$ cat config.mk
export PLATFORM = sky130hd
export DESIGN_NAME = play_speed_ctrl
export DESIGN_NICKNAME = d
export VERILOG_FILES = /design/src/rtl/play_speed_pkg.sv /design/src/rtl/play_speed_interp.sv /design/src/rtl/play_speed_ctrl.sv
export SDC_FILE = /design/constraint.sdc
export NUM_CORES = 1
export LEC_CHECK = 0
export BUFFER_PORTS_ARGS = -buffer_cell sky130_fd_sc_hd__buf_2
export CELL_PAD_IN_SITES_DETAIL_PLACEMENT = 1
export CELL_PAD_IN_SITES_GLOBAL_PLACEMENT = 1
export CORE_MARGIN = 3
export CORE_UTILIZATION = 30
export CTS_CLUSTER_SIZE = 8
export DETAILED_ROUTE_END_ITERATION = 6
export GPL_TIMING_DRIVEN = 0
export PLACE_DENSITY = 0.66
export SLEW_MARGIN = 20
export SYNTH_ARGS = -nofsm -noshare
export SYNTH_HDL_FRONTEND = slang
export SYNTH_HIERARCHICAL = 1
export SYNTH_SLANG_ARGS = --single-unit
$ cat constraint.sdc
create_clock -name i_clk -period 2 [get_ports i_clk]
set_input_delay 0 -clock i_clk [delete_from_list [all_inputs] [get_ports i_clk]]
set_output_delay 0 -clock i_clk [all_outputs]
set_load 0.005 [all_outputs]
$ cat src/rtl/play_speed_pkg.sv
// Shared types and constants for the playback rate stage: FSM states and
// the 1/F reciprocal table used by the optional interpolator.
package play_speed_pkg;

  typedef enum logic {
    FETCH,
    EMIT
  } state_t;

  localparam int RECIP_SHIFT = 12;
  localparam int RECIP_W     = 13;

  // round(4096 / F), indexed by F-1
  function automatic logic [RECIP_W-1:0] recip_of(input logic [2:0] speed);
    logic [RECIP_W-1:0] r;
    r = 13'd4096;
    case (speed)
      3'd0: r = 13'd4096;
      3'd1: r = 13'd2048;
      3'd2: r = 13'd1365;
      3'd3: r = 13'd1024;
      3'd4: r = 13'd819;
      3'd5: r = 13'd683;
      3'd6: r = 13'd585;
      3'd7: r = 13'd512;
      default: r = 13'd4096;
    endcase
    return r;
  endfunction

endpackage

$ cat src/rtl/play_speed_interp.sv
// Combinational linear interpolator: p + ((c - p) * k * RECIP[F]) >>> 12,
// saturated to the signed sample range.
module play_speed_interp
  import play_speed_pkg::*;
#(
  parameter int SAMPLE_W = 16
) (
  input  logic [SAMPLE_W-1:0] i_prev,
  input  logic [SAMPLE_W-1:0] i_cur,
  input  logic [2:0]          i_phase,
  input  logic [2:0]          i_speed,
  output logic [SAMPLE_W-1:0] o_sample
);

  localparam int PW = 2 * SAMPLE_W + 2;

  logic signed [PW-1:0] prev_ext;
  logic signed [PW-1:0] diff;
  logic signed [PW-1:0] phase_ext;
  logic signed [PW-1:0] recip_ext;
  logic signed [PW-1:0] prod;
  logic signed [PW-1:0] sum;

  assign prev_ext  = {{(PW-SAMPLE_W){i_prev[SAMPLE_W-1]}}, i_prev};
  assign diff      = {{(PW-SAMPLE_W){i_cur[SAMPLE_W-1]}}, i_cur} - prev_ext;
  assign phase_ext = {{(PW-3){1'b0}}, i_phase};
  assign recip_ext = {{(PW-RECIP_W){1'b0}}, recip_of(i_speed)};
  assign prod      = diff * phase_ext * recip_ext;
  assign sum       = prev_ext + (prod >>> RECIP_SHIFT);

  // Saturate when the upper bits are not a pure sign extension
  always_comb begin
    o_sample = sum[SAMPLE_W-1:0];
    if (sum[PW-1:SAMPLE_W-1] != {(PW-SAMPLE_W+1){sum[PW-1]}})
      o_sample = sum[PW-1] ? {1'b1, {(SAMPLE_W-1){1'b0}}}
                           : {1'b0, {(SAMPLE_W-1){1'b1}}};
  end

endmodule

$ cat src/rtl/play_speed_ctrl.sv
// Playback rate stage: splits 32-bit words into two samples and decimates or
// repeats them. Define PLAY_SPEED_INTERP_EN for interpolated slow mode.
module play_speed_ctrl #(
  parameter int SAMPLE_W = 16
) (
  input  logic                  i_clk,
  input  logic                  i_rst,
  input  logic                  i_flush,
  input  logic [2:0]            i_speed,
  input  logic                  i_slow,
  input  logic [2*SAMPLE_W-1:0] i_word,
  input  logic                  i_word_valid,
  output logic                  o_word_ready,
  output logic [SAMPLE_W-1:0]   o_sample,
  output logic                  o_sample_valid,
  input  logic                  i_sample_ready,
  output logic                  o_busy
);

  import play_speed_pkg::*;

  state_t                state_q, state_d;
  logic [2*SAMPLE_W-1:0] word_q, word_d;
  logic                  idx_q, idx_d;
  logic [2:0]            speed_q, speed_d;
  logic                  slow_q, slow_d;
  logic [2:0]            skip_q, skip_d;
  logic [2:0]            phase_q, phase_d;
  logic [SAMPLE_W-1:0]   sample_q, sample_d;
  logic                  valid_q, valid_d;
  logic                  done;
  logic                  can_load;
  logic [SAMPLE_W-1:0]   cur;
  logic [SAMPLE_W-1:0]   slow_val;

  assign cur      = idx_q ? word_q[SAMPLE_W-1:0] : word_q[2*SAMPLE_W-1:SAMPLE_W];
  assign can_load = !valid_q || i_sample_ready;

`ifdef PLAY_SPEED_INTERP_EN
  logic [SAMPLE_W-1:0] prev_q, prev_d;
  logic                have_prev_q, have_prev_d;
  logic [SAMPLE_W-1:0] prev_eff;

  // Without history the first sample interpolates against itself
  assign prev_eff = have_prev_q ? prev_q : cur;

  play_speed_interp #(
    .SAMPLE_W (SAMPLE_W)
  ) u_interp (
    .i_prev   (prev_eff),
    .i_cur    (cur),
    .i_phase  (phase_q),
    .i_speed  (speed_q),
    .o_sample (slow_val)
  );

  always_comb begin
    prev_d      = prev_q;
    have_prev_d = have_prev_q;
    if (done) begin
      prev_d      = cur;
      have_prev_d = 1'b1;
    end
    if (i_flush) have_prev_d = 1'b0;
  end

  always_ff @(posedge i_clk or posedge i_rst) begin
    if (i_rst) begin
      prev_q      <= '0;
      have_prev_q <= 1'b0;
    end else begin
      prev_q      <= prev_d;
      have_prev_q <= have_prev_d;
    end
  end
`else
  assign slow_val = cur;
`endif

  always_comb begin
    state_d  = state_q;
    word_d   = word_q;
    idx_d    = idx_q;
    speed_d  = speed_q;
    slow_d   = slow_q;
    skip_d   = skip_q;
    phase_d  = phase_q;
    sample_d = sample_q;
    valid_d  = valid_q && !i_sample_ready;
    done     = 1'b0;
    case (state_q)
      FETCH: begin
        if (i_word_valid && !i_flush) begin
          word_d  = i_word;
          idx_d   = 1'b0;
          speed_d = i_speed;
          slow_d  = i_slow;
          state_d = EMIT;
        end
      end
      EMIT: begin
        if (slow_q) begin
          if (can_load) begin
            sample_d = slow_val;
            valid_d  = 1'b1;
            if (phase_q == speed_q) begin
              phase_d = '0;
              done    = 1'b1;
            end else begin
              phase_d = phase_q + 3'd1;
            end
          end
        end else if (skip_q != 3'd0) begin
          skip_d = skip_q - 3'd1;
          done   = 1'b1;
        end else if (can_load) begin
          sample_d = cur;
          valid_d  = 1'b1;
          skip_d   = speed_q;
          done     = 1'b1;
        end
        if (done) begin
          if (idx_q) state_d = FETCH;
          else       idx_d   = 1'b1;
        end
      end
      default: state_d = FETCH;
    endcase
    // Flush overrides every handshake decided above
    if (i_flush) begin
      state_d = FETCH;
      skip_d  = '0;
      phase_d = '0;
      valid_d = 1'b0;
    end
  end

  always_ff @(posedge i_clk or posedge i_rst) begin
    if (i_rst) begin
      state_q  <= FETCH;
      word_q   <= '0;
      idx_q    <= 1'b0;
      speed_q  <= '0;
      slow_q   <= 1'b0;
      skip_q   <= '0;
      phase_q  <= '0;
      sample_q <= '0;
      valid_q  <= 1'b0;
    end else begin
      state_q  <= state_d;
      word_q   <= word_d;
      idx_q    <= idx_d;
      speed_q  <= speed_d;
      slow_q   <= slow_d;
      skip_q   <= skip_d;
      phase_q  <= phase_d;
      sample_q <= sample_d;
      valid_q  <= valid_d;
    end
  end

  assign o_sample       = sample_q;
  assign o_sample_valid = valid_q;
  assign o_word_ready   = (state_q == FETCH) && !i_flush;
  assign o_busy         = (state_q != FETCH) || valid_q;

endmodule
# == Word level (Yosys, flattened, before mapping) ==
# Cells that the tools add are included.
# totals
mem_bits_rw,0
mem_bits_ro,0
mem_count,0
word_cells,68
ff_bits,61
output_inout_bits,19
input_bits,41
latch_bits,0
# op_classes
shift,0
reduce_logical,18
n_mux,33
add_sub_neg,2
n_eq_ne,5
order_cmp,0
mul,0
bitwise,1
n_div,0
# op_table
operator,count
16-bit 2-to-1 mux,4
3-bit 2-to-1 mux,10
1-bit 2-to-1 mux,17
2-bit inequality test (second input constant),3
2-bit AND reduction,3
3-bit AND reduction,2
2-bit nonzero test,3
3-bit nonzero test,2
1-bit one-hot mux with 2 select lines,2
3-bit by 1-bit adder with 3-bit output (second input constant),1
3-bit == test,1
1-bit logical AND,3
1-bit zero test,3
3-bit by 1-bit subtractor with 3-bit output (second input constant),1
1-bit logical OR,2
2-bit by 1-bit inequality test with 1-bit output (second input constant),1
1-bit inverter,1

# == Longest topological paths before layout ==
# logic_depth
depth_word,9
mapped_depth,7

# == Least setup slack after synthesis ==
# No wires, ideal clock.
# synth_timing
path_type,register to register
from,register skip_q[0]
to,register skip_q[2]
synth_period_minus_slack_ns,1.499
path_buffers,0
setup_time_ns,0.099
slack_ns,0.501
stages_incl_launch_ff,7
arrival_time_ns,1.400
cell_sequence,dfrtp_1 -> inv_1 -> ha_1 -> nor4bb_2 -> nor3b_4 -> a21oi_1 -> a311oi_1
# synth_between
elab_chain_len,5
elab_cells_between_ends,8
# synth_rtl
item,line,rtl
from (decl),play_speed_ctrl.sv:27,"logic [2:0] skip_q, skip_d;"
from (signal assigned),play_speed_ctrl.sv:155,skip_q <= skip_d;
3-bit by 1-bit subtractor with 3-bit output / 3-bit nonzero test (equally long branches),"play_speed_ctrl.sv:114, play_speed_ctrl.sv:113",
3-bit 2-to-1 mux,play_speed_ctrl.sv:113,end else if (skip_q != 3'd0) begin
3-bit 2-to-1 mux,play_speed_ctrl.sv:102,if (slow_q) begin
3-bit 2-to-1 mux,play_speed_ctrl.sv:91,case (state_q)
3-bit 2-to-1 mux,play_speed_ctrl.sv:130,if (i_flush) begin
# Several ways; a longest one is shown, not always the timed one. The select of a mux whose other input is x is not followed.
# A chain may end at the register's enable or synchronous reset.

# == Final worst setup path ==
# layout_timing
from,register skip_q[0]
to,register sample_q[6] (netlist: o_sample[6])
# layout_between
elab_chain_len,3
# layout_rtl
item,line,rtl
3-bit nonzero test,play_speed_ctrl.sv:113,
2-bit inequality test (no source line),-,
2-bit AND reduction (no source line),-,
to (signal assigned),play_speed_ctrl.sv:157,sample_q <= sample_d;
to (decl),play_speed_ctrl.sv:29,"logic [SAMPLE_W-1:0] sample_q, sample_d;"
# No other way between the ends.

==> flow_summary.ini <==
[run_status]
status = finished clean

[power_and_ir_drop]
design_power_total_uw = 3940
power_leakage_uw = 0.00190
pwr_density_cell_mw_per_mm2 = 1070
irDropWorstVdd_mv = 0.544

[route]
route.vias.total = 2317
route.detailed.vias_per_inst = 4.62
drt_total_wl_um = 7340
detail_route.drc_violations = 0
post_drt_wl_per_cell_um = 14.6
drtAntennaViolNets = 0
drt_first_pass_iters = 4
dr.first_iter.drc_count = 41

[cts]
root_buffer = sky130_fd_sc_hd__clkbuf_8
cts_buffers = 9
clock_insertion_delay_worst_skew_ps = 330
clk_pin_slew_worst_paths_ps = 70
clock_sinks = 61
cts_buffer_depth = 2
cts_htree_levels = 3
tritoncts = done

[final_layout]
antenna_cells_inserted = 0
num-nets-final = 436
fraction_of_layout_cells_with_a_size_suffix_above_1 = 0.237
area.growth.synth_to_final_pct = 37.6
postLayoutCoreUtil = 0.436

[timing]
fin_crit_sh = 0.859
slew_headroom = 0.642
finalHoldViolCount = 0
fin_max_slew_vios = 0
fmax_mhz = 582
timing.setup.tns_ps = 0
worst_slew_pin_slew_ps = 537
period_needed_ps = 1720
final.setup_skew_ps = 8.90
hold_ws_ps = 91.9
postLayoutSetupSlackWorst_ps = 281
setup_viol_count_final = 0
rsz0062_at_grt = no

[hold_path]
hold_path.startpoint = i_sample_ready
worstHoldPathType = input pin to register
hold_end = state_q
hold-path-cell-count = 4

[worst_setup_path]
arrival_ps = 1930
ff2ff_setup_slack_ps = 280
timing.rr.end = o_sample[6]
worst_setup_sp_type = register
crit_path_top_delay_cell = sky130_fd_sc_hd__dfrtp_1
critPathKind = register to register
critical_path.max_fanout = 10
path_cells = inv_1, ha_1, nor2b_2, o211ai_2, clkbuf_2, nand2_1, o21ai_0
rr_startpoint = skip_q[0]
worst_setup_path_end_kind = register
cpPeakStageDelay_ps = 390
critPathLaunch = skip_q[0]
worst-endpoint-required_ps = 2210
reg2reg_depth = 7

[global_route]
global_route.overflow_total = 0
grt_antenna_before_repair = 0
met1_usage = 0.193
grt.met3_usage = 0.0493
met2_usage = 0.263
grtUsageTotal = 0.156
grt_max_degree = 41
top_usage_layer = met2
grt_pass1_vias = 2456
grt_pass1_wl_um = 12100

[placement]
place_ws_ps = 52.7
io_buffers = 58
hpwlAfterDp_um = 4930
finalWeightedCongestion = 0.765

[logic_synthesis]
synth_nets = 327
synthDominantAreaCellType = sky130_fd_sc_hd__dfrtp_1
synth_top_area_share = 0.573
synthesis.area_per_instance_um2 = 9.42
synth_sequential_area_ratio = 0.573
synth_top_cells_by_area = sky130_fd_sc_hd__dfrtp_1 (57%), sky130_fd_sc_hd__nand2_1 (18%), sky130_fd_sc_hd__mux2i_1 (6.8%)
netlist_area_mm2 = 0.00267
synth.lib_cells_used.distinct = 30
post_synthesis_register_bit_count = 61
netlist_instances = 283
synth-warning-count = 6

[floorplan]
number_of_placement_rows = 33
die_width_um = 100
coreArea_mm2 = 0.00842
die-height_um = 100
initial_core_util = 0.317
ios = 60
die_area_mm2 = 0.0101

[run]
drv.max_cap_violation_count = 0
cell usage in the layout, fill, tap and decap left out, drive strengths merged, types with 4 or more instances in the layout:
master       synthesis  final
dfrtp               61     61
nand2              129    129
a21oi                6      6
clkbuf               4     15
o21ai               19     19
dlygate4sd3          0     39
mux2i               18     18
inv                  4      4
nand3                4      4
buf                 11     70
registers in the layout, indices dropped and copies added, names as in the netlist, 3 cells and up:
name / count
skip_q: 3
o_sample: 16
word_q: 32
phase_q: 3
speed_q: 3
repair_timing:
item / 4_1_cts / 5_1_grt
gates resized for setup: 0 / 4
setup endpoints to repair: 0 / 11
endpoints found under the hold margin: 105 / 0
setup buffers: 0 / 0
hold buffers: 39 / 0
worst max-delay path: cells and delay by family (launching register included):
family | cells | cell delay (ps)
flops | 1 | 390
compound gates | 2 | 240
buf+inv | 2 | 370
fa+ha+maj | 1 | 210
simple gates | 2 | 390
final cells by class:
type | count | area (um^2)
inverter | 4 | 17.5
fill | 1024 | 4750
tap | 105 | 131
clock inverter | 4 | 25.0
clock buffer | 11 | 141
timing repair buffer | 98 | 701
buffer | 15 | 83.8
sequential | 61 | 1530
multi-input combinational | 203 | 1040
stage by stage:
step | cell area, um^2 | std cells
2_1_floorplan | 2670 | 283
3_3_place_gp | 3090 | 446
3_5_place_dp | 3110 | 447
4_1_cts | 3670 | 501
5_1_grt | 3670 | 501
6_report | 3670 | 501
where the power goes:
group	internal [uW]	switching, uW	leakage [uW]
clock network	472	484	0.0000812
logic	551	638	0.00105
registers	1580	218	0.000772
how the worst max path moves through the flow:
stage                        to  slack (ps)  depth (start not counted)
floorplan                 idx_q         490                          1
global placement      skip_q[2]        -380                          2
detailed placement  o_sample[7]          50                          6
CTS                 o_sample[6]          50                          6
global route        o_sample[7]         150                          7
finish              o_sample[6]         280                          7
cell usage after synthesis:
cell                       count
sky130_fd_sc_hd__nor2_1        3
sky130_fd_sc_hd__clkbuf_2      1
sky130_fd_sc_hd__buf_4         4
sky130_fd_sc_hd__nor2b_2       1
sky130_fd_sc_hd__or2_2         1
sky130_fd_sc_hd__o211ai_2      1
sky130_fd_sc_hd__buf_2         7
sky130_fd_sc_hd__clkbuf_1      3
sky130_fd_sc_hd__a21oi_1       6
sky130_fd_sc_hd__mux2_2        1
sky130_fd_sc_hd__nand3b_1      3
sky130_fd_sc_hd__and2_1        1
sky130_fd_sc_hd__nor4bb_2      1
sky130_fd_sc_hd__a31oi_1       2
sky130_fd_sc_hd__o21bai_1      1
sky130_fd_sc_hd__nand2_1     129
sky130_fd_sc_hd__xnor2_1       3
sky130_fd_sc_hd__nand2b_1      1
sky130_fd_sc_hd__mux2i_1      18
sky130_fd_sc_hd__o21ai_1       2
sky130_fd_sc_hd__inv_1         4
sky130_fd_sc_hd__a311oi_1      1
sky130_fd_sc_hd__and3_1        1
sky130_fd_sc_hd__nand3_1       4
sky130_fd_sc_hd__o21ai_0      17
sky130_fd_sc_hd__nand4b_1      1
sky130_fd_sc_hd__ha_1          3
sky130_fd_sc_hd__nor3b_4       1
sky130_fd_sc_hd__dfrtp_1      61
sky130_fd_sc_hd__o22ai_1       1
cell families after synthesis:
group / after synthesis / share of synthesized area
AO/OA/AOI/OAI: 31 / 0.0648
XOR/XNOR: 3 / 0.00986
adder cells (fa/ha/maj): 3 / 0.0141
AND/OR/NAND/NOR: 147 / 0.231
flip-flops: 61 / 0.572
buffers and inverters: 19 / 0.0361
multiplexers: 19 / 0.0718
layer usage:
metal	vias to the layer above	wire length, um
met5	-	0
met4	0	83
met3	8	307
met2	53	3630
met1	1123	3320
li1	1133	-
Power figures use the tool's default switching activity.
